`config.mk`:
```
export PLATFORM = sky130hd
export DESIGN_NAME = strategy_scheduler
export DESIGN_NICKNAME = d
export VERILOG_FILES = /design/src/rtl/strategy_scheduler.sv
export SDC_FILE = /design/constraint.sdc
export NUM_CORES = 1
export LEC_CHECK = 0
export ABC_AREA = 1
export CAP_MARGIN = 10
export CORE_UTILIZATION = 55
export CTS_CLUSTER_DIAMETER = 50
export DETAILED_ROUTE_END_ITERATION = 8
export PLACE_DENSITY = 0.79
export SKIP_LAST_GASP = 1
export SYNTH_ARGS = -nofsm -noshare
export SYNTH_HDL_FRONTEND = slang
export SYNTH_SLANG_ARGS = --single-unit
```
`constraint.sdc`:
```
create_clock -name clk -period 3.45 [get_ports clk]
set_clock_uncertainty 0.05 [all_clocks]
set_input_delay 1.035 -clock clk [delete_from_list [all_inputs] [get_ports clk]]
set_output_delay 1.035 -clock clk [all_outputs]
set_load 0.1 [all_outputs]
```
`src/rtl/strategy_scheduler.sv`:
```
// strategy_scheduler
//   Round-robin scheduler that time-shares one strategy_imbalance engine
//   across NUM_INST instruments. Book updates mark an instrument pending;
//   each grant runs a fixed sequence: book RAM read, engine enable, result
//   capture, and (if the engine produced an order) a downstream handoff.
//   An accepted order starts a per-instrument cooldown that blocks further
//   grants of that instrument until it counts down to zero.
//
// Ports
//   clk, rst_n          clock, asynchronous active-low reset
//   sched_en            1 = new grants allowed; 0 = only finish in-flight work
//   upd_valid/upd_inst  book update strobe and instrument (>= NUM_INST ignored)
//   cfg_cooldown        cooldown cycles loaded when an order is accepted
//   book_rd_en/_inst    book RAM read strobe and address (data 1 cycle later)
//   strat_enable/_inst  engine enable pulse and instrument id
//   strat_valid/side/price/qty/inst_out   engine result
//   ord_valid/ord_ready order handshake to the encoder
//   ord_side/price/qty/inst               order payload
//   busy                sequence in progress
//   mismatch_err        sticky: engine answered for a different instrument
//   state_dbg           current FSM state (debug)
//   pending_dbg         pending bitmap (debug)
//
// Order handshake: ord_valid rises with a stable payload and stays high,
// payload unchanged, until the cycle in which ord_valid && ord_ready; that
// cycle is the transfer. ord_valid never drops without a transfer except on
// reset.

`ifndef PRICE_W
`define PRICE_W 32
`endif
`ifndef SIZE_W
`define SIZE_W 16
`endif

module strategy_scheduler #(
   parameter int NUM_INST = 8,
   parameter int IDX_W    = 3,
   parameter int CD_W     = 16
) (
   input  logic                clk,
   input  logic                rst_n,
   input  logic                sched_en,
   input  logic                upd_valid,
   input  logic [IDX_W-1:0]    upd_inst,
   input  logic [CD_W-1:0]     cfg_cooldown,
   output logic                book_rd_en,
   output logic [IDX_W-1:0]    book_rd_inst,
   output logic                strat_enable,
   output logic [IDX_W-1:0]    strat_inst,
   input  logic                strat_valid,
   input  logic                strat_side,
   input  logic [`PRICE_W-1:0] strat_price,
   input  logic [`SIZE_W-1:0]  strat_qty,
   input  logic [IDX_W-1:0]    strat_inst_out,
   output logic                ord_valid,
   input  logic                ord_ready,
   output logic                ord_side,
   output logic [`PRICE_W-1:0] ord_price,
   output logic [`SIZE_W-1:0]  ord_qty,
   output logic [IDX_W-1:0]    ord_inst,
   output logic                busy,
   output logic                mismatch_err,
   output logic [2:0]          state_dbg,
   output logic [NUM_INST-1:0] pending_dbg
);

   typedef enum logic [2:0] {
      S_IDLE = 3'd0,
      S_READ = 3'd1,
      S_EVAL = 3'd2,
      S_RESP = 3'd3,
      S_OUT  = 3'd4
   } state_t;

   state_t              state_q, state_d;
   logic [IDX_W-1:0]    g_q;
   logic [IDX_W-1:0]    last_q;
   logic [NUM_INST-1:0] pending_q, pending_d;
   logic [NUM_INST-1:0] eligible;
   logic [CD_W-1:0]     cd_q [NUM_INST];

   logic [IDX_W-1:0]    start;
   logic [NUM_INST-1:0] elig_rot;
   logic                found;
   logic [IDX_W-1:0]    pick;
   int                  cand;

   logic                grant, accept, resp_ok, resp_bad;

   always_comb begin
      for (int i = 0; i < NUM_INST; i++) begin
         eligible[i] = pending_q[i] && (cd_q[i] == '0);
      end
   end

   // Rotate the eligible set so bit 0 is the instrument after last_grant,
   // take the lowest set bit, then map back to an absolute index. start can
   // equal NUM_INST when NUM_INST is not a power of two; the doubled vector
   // and the subtraction below cover that wrap.
   assign start    = last_q + IDX_W'(1);
   assign elig_rot = NUM_INST'({eligible, eligible} >> start);

   always_comb begin
      found = 1'b0;
      pick  = '0;
      cand  = 0;
      for (int j = 0; j < NUM_INST; j++) begin
         if (!found && elig_rot[j]) begin
            found = 1'b1;
            cand  = int'(start) + j;
            if (cand >= NUM_INST) cand = cand - NUM_INST;
            pick  = IDX_W'(cand);
         end
      end
   end

   assign grant  = (state_q == S_IDLE) && sched_en && found;
   assign accept = (state_q == S_OUT) && ord_ready;
   // inst_out is only meaningful alongside strat_valid, so a mismatch is
   // only flagged on a valid result.
   assign resp_bad = (state_q == S_RESP) && strat_valid && (strat_inst_out != g_q);
   assign resp_ok  = (state_q == S_RESP) && strat_valid && (strat_inst_out == g_q);

   always_comb begin
      state_d = state_q;
      case (state_q)
         S_IDLE:  if (grant) state_d = S_READ;
         S_READ:  state_d = S_EVAL;
         S_EVAL:  state_d = S_RESP;
         S_RESP:  state_d = resp_ok ? S_OUT : S_IDLE;
         S_OUT:   if (ord_ready) state_d = S_IDLE;
         default: state_d = S_IDLE;
      endcase
   end

   // Clear on grant first so a same-cycle update re-marks the instrument.
   always_comb begin
      pending_d = pending_q;
      if (grant) pending_d[pick] = 1'b0;
      if (upd_valid && (int'(upd_inst) < NUM_INST)) pending_d[upd_inst] = 1'b1;
   end

   always_ff @(posedge clk or negedge rst_n) begin
      if (!rst_n) begin
         state_q      <= S_IDLE;
         g_q          <= '0;
         last_q       <= IDX_W'(NUM_INST - 1);
         pending_q    <= '0;
         for (int i = 0; i < NUM_INST; i++) cd_q[i] <= '0;
         book_rd_en   <= 1'b0;
         book_rd_inst <= '0;
         strat_enable <= 1'b0;
         strat_inst   <= '0;
         ord_valid    <= 1'b0;
         ord_side     <= 1'b0;
         ord_price    <= '0;
         ord_qty      <= '0;
         ord_inst     <= '0;
         busy         <= 1'b0;
         mismatch_err <= 1'b0;
      end else begin
         state_q   <= state_d;
         pending_q <= pending_d;
         if (grant) begin
            g_q    <= pick;
            last_q <= pick;
         end

         // Outputs are registered from the next state so each one is high
         // exactly while the FSM sits in the matching state.
         book_rd_en   <= (state_d == S_READ);
         if (grant) book_rd_inst <= pick;
         strat_enable <= (state_d == S_EVAL);
         if (state_q == S_READ) strat_inst <= g_q;
         ord_valid    <= (state_d == S_OUT);
         busy         <= (state_d != S_IDLE);

         if (resp_ok) begin
            ord_side  <= strat_side;
            ord_price <= strat_price;
            ord_qty   <= strat_qty;
            ord_inst  <= g_q;
         end
         if (resp_bad) mismatch_err <= 1'b1;

         // A load on accept takes priority over that cycle's decrement.
         for (int i = 0; i < NUM_INST; i++) begin
            if (accept && (g_q == IDX_W'(i))) cd_q[i] <= cfg_cooldown;
            else if (cd_q[i] != '0)          cd_q[i] <= cd_q[i] - CD_W'(1);
         end
      end
   end

   assign state_dbg   = state_q;
   assign pending_dbg = pending_q;

endmodule
```
* After elaboration in Yosys (flattened, before gate mapping) *
Cells that the tools add are included.

word-level totals
  output and inout bits = 74
  word-level logic and storage cells = 193
  flip-flop bits (word level) = 205

operators by class
  add/sub/neg operators = 24
  eq/ne operators = 16
  bitwise logic cells = 3
  shift operators = 1
  $lt $le $gt $ge = 12
  mux-type cells = 50
  reduce and logical (&&, ||, !) cells = 65

operators by type and width
  operator                                                                      number
  16-bit two-way mux                                                            16
  16-bit logical NOT                                                            8
  16-bit nonzero test                                                           8
  16-bit by 1-bit subtractor with 16-bit output, second input constant          8
  3-bit two-way mux                                                             19
  1-bit logical AND                                                             31
  4-bit greater-or-equal comparator, second input constant                      7
  3-bit by 1-bit subtractor with 3-bit output, second input constant            8
  3-bit == test, second input constant                                          6
  3-bit by 3-bit adder with 4-bit output, second input constant                 4
  8-bit two-way mux                                                             2
  2-bit nonzero test                                                            8
  16-bit by 3-bit right shift with 8-bit output                                 1
  3-bit by 2-bit == test with 1-bit output, second input constant               5
  3-bit one-hot mux with 5 select lines                                         1
  1-bit two-way mux                                                             10
  3-bit by 1-bit == test with 1-bit output, second input constant               3
  3-bit by 2-bit adder with 4-bit output, second input constant                 2
  8-bit AND                                                                     1
  3-bit by 4-bit less-than comparator with 1-bit output, second input constant  2
  8-bit NOT                                                                     1
  8-bit OR                                                                      1
  1-bit logical NOT                                                             7
  1-bit demux with 3-bit select                                                 2
  8 further kinds                                                               10

* Longest topological paths before layout *
  depth in word-level cells = 34
  gate-level depth with buffers = 25
  gate-level depth less buffers = 25

* Worst setup path before layout *
Ideal clock, no wire load.

  kind = reg2reg
  from = register last_q[0]
  to = register pending_q[6] (netlist: pending_dbg[6])
  buffers on the path = 4
  clock period less this slack = 2.897 ns
  stages on the path, launching flop included = 24
  data required time = 3.277 ns
  slack = 0.553 ns
  arrival = 2.724 ns
  library setup time = 0.123 ns
  cell sequence = dfstp_2 -> buf_2 -> inv_2 -> buf_2 -> ha_1 -> inv_1 -> buf_2 -> buf_2 -> nand3_1 -> nand2_1 -> nand2_1 -> nand2_1 -> nor2_1 -> nand4_1 -> nor2_1 -> nand3_1 -> nand2_1 -> inv_1 -> nand2_1 -> nand2_1 -> nor2_1 -> nand2_1 -> nand2_1 -> nand2_1

on the way
  cells in the longest elaborated chain, start to end = 33
  elaborated cells on any way between the ends = 74
  those cells by class = 16 x add/sub; 10 x order compare; 1 x shift; 28 x mux; 3 x bitwise; 16 x reduce/logical

ends and longest elaborated chain
  element                                        line  text
  start, declared                                78    logic [IDX_W-1:0] last_q;
  start signal, assigned                         148   last_q <= IDX_W'(NUM_INST - 1);
  start signal, assigned                         167   last_q <= pick;
  3-bit by 1-bit adder with 3-bit output (*)     101   assign start = last_q + IDX_W'(1);
  16-bit by 3-bit right shift with 8-bit output  102   assign elig_rot = NUM_INST'({eligible, eligible} >> start);
  1-bit two-way mux                              109   if (!found && elig_rot[j]) begin
  1-bit logical NOT                              109
  1-bit logical AND                              109
  1-bit two-way mux                              109
  1-bit logical NOT                              109
  1-bit logical AND                              109
  (+18 left out)                                 --
  1-bit two-way mux (not written as such)        140   if (grant) pending_d[pick] = 1'b0;
  1-bit demux with 3-bit select                  140
  8-bit NOT (no line)                            --
  8-bit AND (no line)                            --
  8-bit two-way mux (*)                          140
  8-bit OR (no line)                             --
  8-bit two-way mux (*)                          141   if (upd_valid && (int'(upd_inst) < NUM_INST)) pending_d[upd_inst] = 1'b1;
  via pending_d[6]                               79    logic [NUM_INST-1:0] pending_q, pending_d;
  end signal, assigned                           164   pending_q <= pending_d;
  end, declared                                  79

Mark *: on every way through the listed nets, which the timed path passes. The rest lies on a longest branch.
A chain may end at the register's enable or synchronous reset.

* Worst setup path in the final report *
  from = register last_q[0]
  to = register pending_q[4] (netlist: pending_dbg[4])

Same word-level chain as after synthesis.

==> metrics.yaml <==
cp_max_fo: 15
clkPwrFrac_pct: 24.5
r2r-end: "pending_dbg[4]$_DFF_PN0_"
reg2reg_from: "last_q[0]$_DFFE_PN1N_"
gp_congestion: 0.967
status: "finished, final reports clean"
power_density_nw_per_um2: 861
pre_cts_ws_ps: 221
grt_start_max_net_pins: 68
clkTransAtPathRegs_ps: 60
period_minus_slack_ps: 3080
coreArea_um2: 21000
min_path_type: "reg2reg"
hold_start: "mismatch_err$_DFFE_PN0P_"
clock_latency_ps: 560
io_buffers: 150
cp_top_family: "simple AND/OR/NAND/NOR gates"
drv_cap: 0
die_y_um: 148
die-width_um: 148
numCtsBuffers: 29
finalPower_mw: 12.5
yosys.cell_types.count: 42
cts_sinks: 205
hold_viol: 0
area_growth_pct: 23.2
antenna_cells: 0
initial_core_util_pct: 56.0
grt_pass1_vias: 10500
ctsResizeCount: 0
avgViaCountPerCell: 5.59
synthesis.area_um2: 11800
switchingPower_mw: 6.27
fill_cells: 1703
hpwl_um: 24800
switching_share_pct: 50.2
comb_power_share_pct: 48.7
ys_ff_latch: 205
cts_setup_buffers: 0
seq_area_frac_synth_pct: 43.6
yosysWarnings: 0
finalSetupViolations: 0
route.antenna.remaining_nets: 0
post-route-period-util_pct: 89.3
p_leak_nw: 6.88
cp_slowest_cell: "dfstp_2"
async_flop_share_pct: 100
synth_ff_type: "dfrtp_1"
ir_drop_mv: 0.638
root_buffer: "clkbuf_16"
syn-num-nets: 1585
drc_errors: 0
synth_edf_count: 0
nets: 1758
slew_violations: 0
r2r_setup_slack_ps: 370
drt_iter0_drc: 823
fp-row-count: 53
fin_tns_setup_ps: 0
clk_path_buf_depth: 3
crit_arrival_ps: 3480
grt_pass1_wl_um: 54300
cp_cell_sequence: "inv_2 -> ha_1 -> inv_1 -> buf_4 -> nand2_1 -> nand3_1 -> nand2_1 -> nor2_2 -> nand3_1 -> nor2_1 -> nand3b_1 -> nor2_1 -> nor2_1 -> nand2_1 -> nand2_1 -> nand2_1"
cp_data_required_time_ps: 3850
crit_path_max_incr_delay_ps: 660
hold_depth: 1
worst_pin_slew_ps: 799
num_vias: 11000
cts_tree: "done"
pwr-share-seq_pct: 26.8
grt_use_total_pct: 31.2
syn-instance-count: 1490
wl_per_cell_um: 17.4
fin_ws_ps: 371
ioPinCount: 151
rsz0062_at_grt: "no"
grt.overflow.total: 0
cp.buffers_inverters: 3
hold_end: "mismatch_err$_DFFE_PN0P_"
wl_um: 34100
ctsHoldBuffers: 0
reg2reg_depth: 16
syn_avg_cell_area_um2: 7.91
htree_levels: 1
antenna_found_initial: 0
die_area_um2: 22000
drive_gt1_share_pct: 15.8
critPathCaptureType: "flop"
clock.fmax_ghz: 0.325
crit_top_cell: "nand2_1"
start_kind: "flop"
fin_util_pct: 69.1
critical_path_class: "reg2reg"
internal_power_mw: 6.23
slew_headroom_pct: 46.6
first_pass_iters: 6
## area by class of cell
class                      count  area [µm²]  share of cell area [%]
clock inverter                18         236                    1.63
tap                          275         344                    2.37
multi-input combinational   1099        5940                    40.9
clock buffer                  35         768                    5.29
timing repair buffer         176        1530                    10.5
inverter                     152         571                    3.93
sequential                   205        5130                    35.4
## registers in the layout, summed over array words and instances, names as in the netlist
name and flops:
g_q 3, strat_inst 3, strat_enable 1, busy 1
ord_side 1, ord_inst 3, ord_price 32, last_q 3
cd_q 128, ord_qty 16, book_rd_en 1, mismatch_err 1
pending_dbg 8, ord_valid 1, state_dbg 3
## per-stage QoR
step / std cells / instance area [µm²] / hold slack, ps
2_1_floorplan: 1490 / 11800 / 408
3_3_place_gp: 1907 / 13500 / 394
3_5_place_dp: 1907 / 13500 / 399
4_1_cts: 1960 / 14500 / 414
5_1_grt: 1960 / 14500 / 432
6_report: 1960 / 14500 / 414
## metal layers
metal | routed length, µm | track usage (%) | vias up
li1 | - | - | 5226
met1 | 14700 | 43.4 | 5223
met2 | 15700 | 49.9 | 429
met3 | 2540 | 4.57 | 83
met4 | 1150 | 11.2 | 0
met5 | 0 | 0 | -
## worst max path at each step
stage / startpoint / end / slack [ps] / cells after the start
detailed placement: ord_ready / cd_q[107]$_DFFE_PN0P_ / 220 / 9
finish: last_q[0]$_DFFE_PN1N_ / pending_dbg[4]$_DFF_PN0_ / 370 / 16
floorplan: last_q[0]$_DFFE_PN1N_ / pending_dbg[6]$_DFF_PN0_ / 550 / 23
global route: last_q[0]$_DFFE_PN1N_ / pending_dbg[7]$_DFF_PN0_ / 8 / 18
CTS: last_q[0]$_DFFE_PN1N_ / pending_dbg[5]$_DFF_PN0_ / 370 / 16
global placement: ord_ready / cd_q[107]$_DFFE_PN0P_ / 300 / 9
## synthesized netlist by cell type, drive strengths merged, types with 23 or more instances
master	n	share of area [%]
dfrtp	202	43
inv	151	4.8
mux2	49	4.7
nand2	397	13
nand3	83	3.7
nand4	45	2.4
nor2	205	7.4
nor3	23	1.1
o21ai	98	4.2
o22ai	37	2.0
xnor2	43	3.2
xor2	42	3.1
## cells by family after synthesis
| family | after synthesis | share of synthesized area, % |
|---|---|---|
| compound gates | 180 | 8.85 |
| xor+xnor | 85 | 6.32 |
| fa+ha+maj | 18 | 1.91 |
| buf+inv | 186 | 6.07 |
| flops | 205 | 43.6 |
| mux | 49 | 4.68 |
| simple gates | 767 | 28.6 |
## power by group through the flow
| stage | logic [mW] | registers [mW] | clock network, mW |
|---|---|---|---|
| floorplan | 2.07 | 5.89 | 0 |
| global placement | 6.00 | 3.35 | 0 |
| detailed placement | 6.06 | 3.38 | 0 |
| CTS | 6.08 | 3.34 | 3.09 |
| global route | 6.43 | 3.40 | 3.20 |
| finish | 6.08 | 3.35 | 3.07 |
## worst reg2reg max path, delay by kind of cell, from the launching register on
| kind | cells | cell delay, ps |
|---|---|---|
| adders and majority gates | 1 | 310 |
| buffers and inverters | 3 | 650 |
| and+or+nand+nor | 12 | 1310 |
| DFF | 1 | 660 |
## placed cells by master, fill, tap and decap left out, drive strengths merged, types with 6 or more instances in the layout
cell,count
a31oi,6
nor4,7
xnor2,43
nand2,397
a22oi,7
a21oi,8
nor3,23
inv,157
nand3,83
nand4,45
o22ai,37
nor2,205
ha,18
xor2,42
o221ai,7
clkbuf,36
clkinv,7
buf,100
mux2,49
clkdlybuf4s50,75
o211ai,9
dfrtp,202
o21ai,98
No activity file was read; power rests on OpenSTA's default activity.
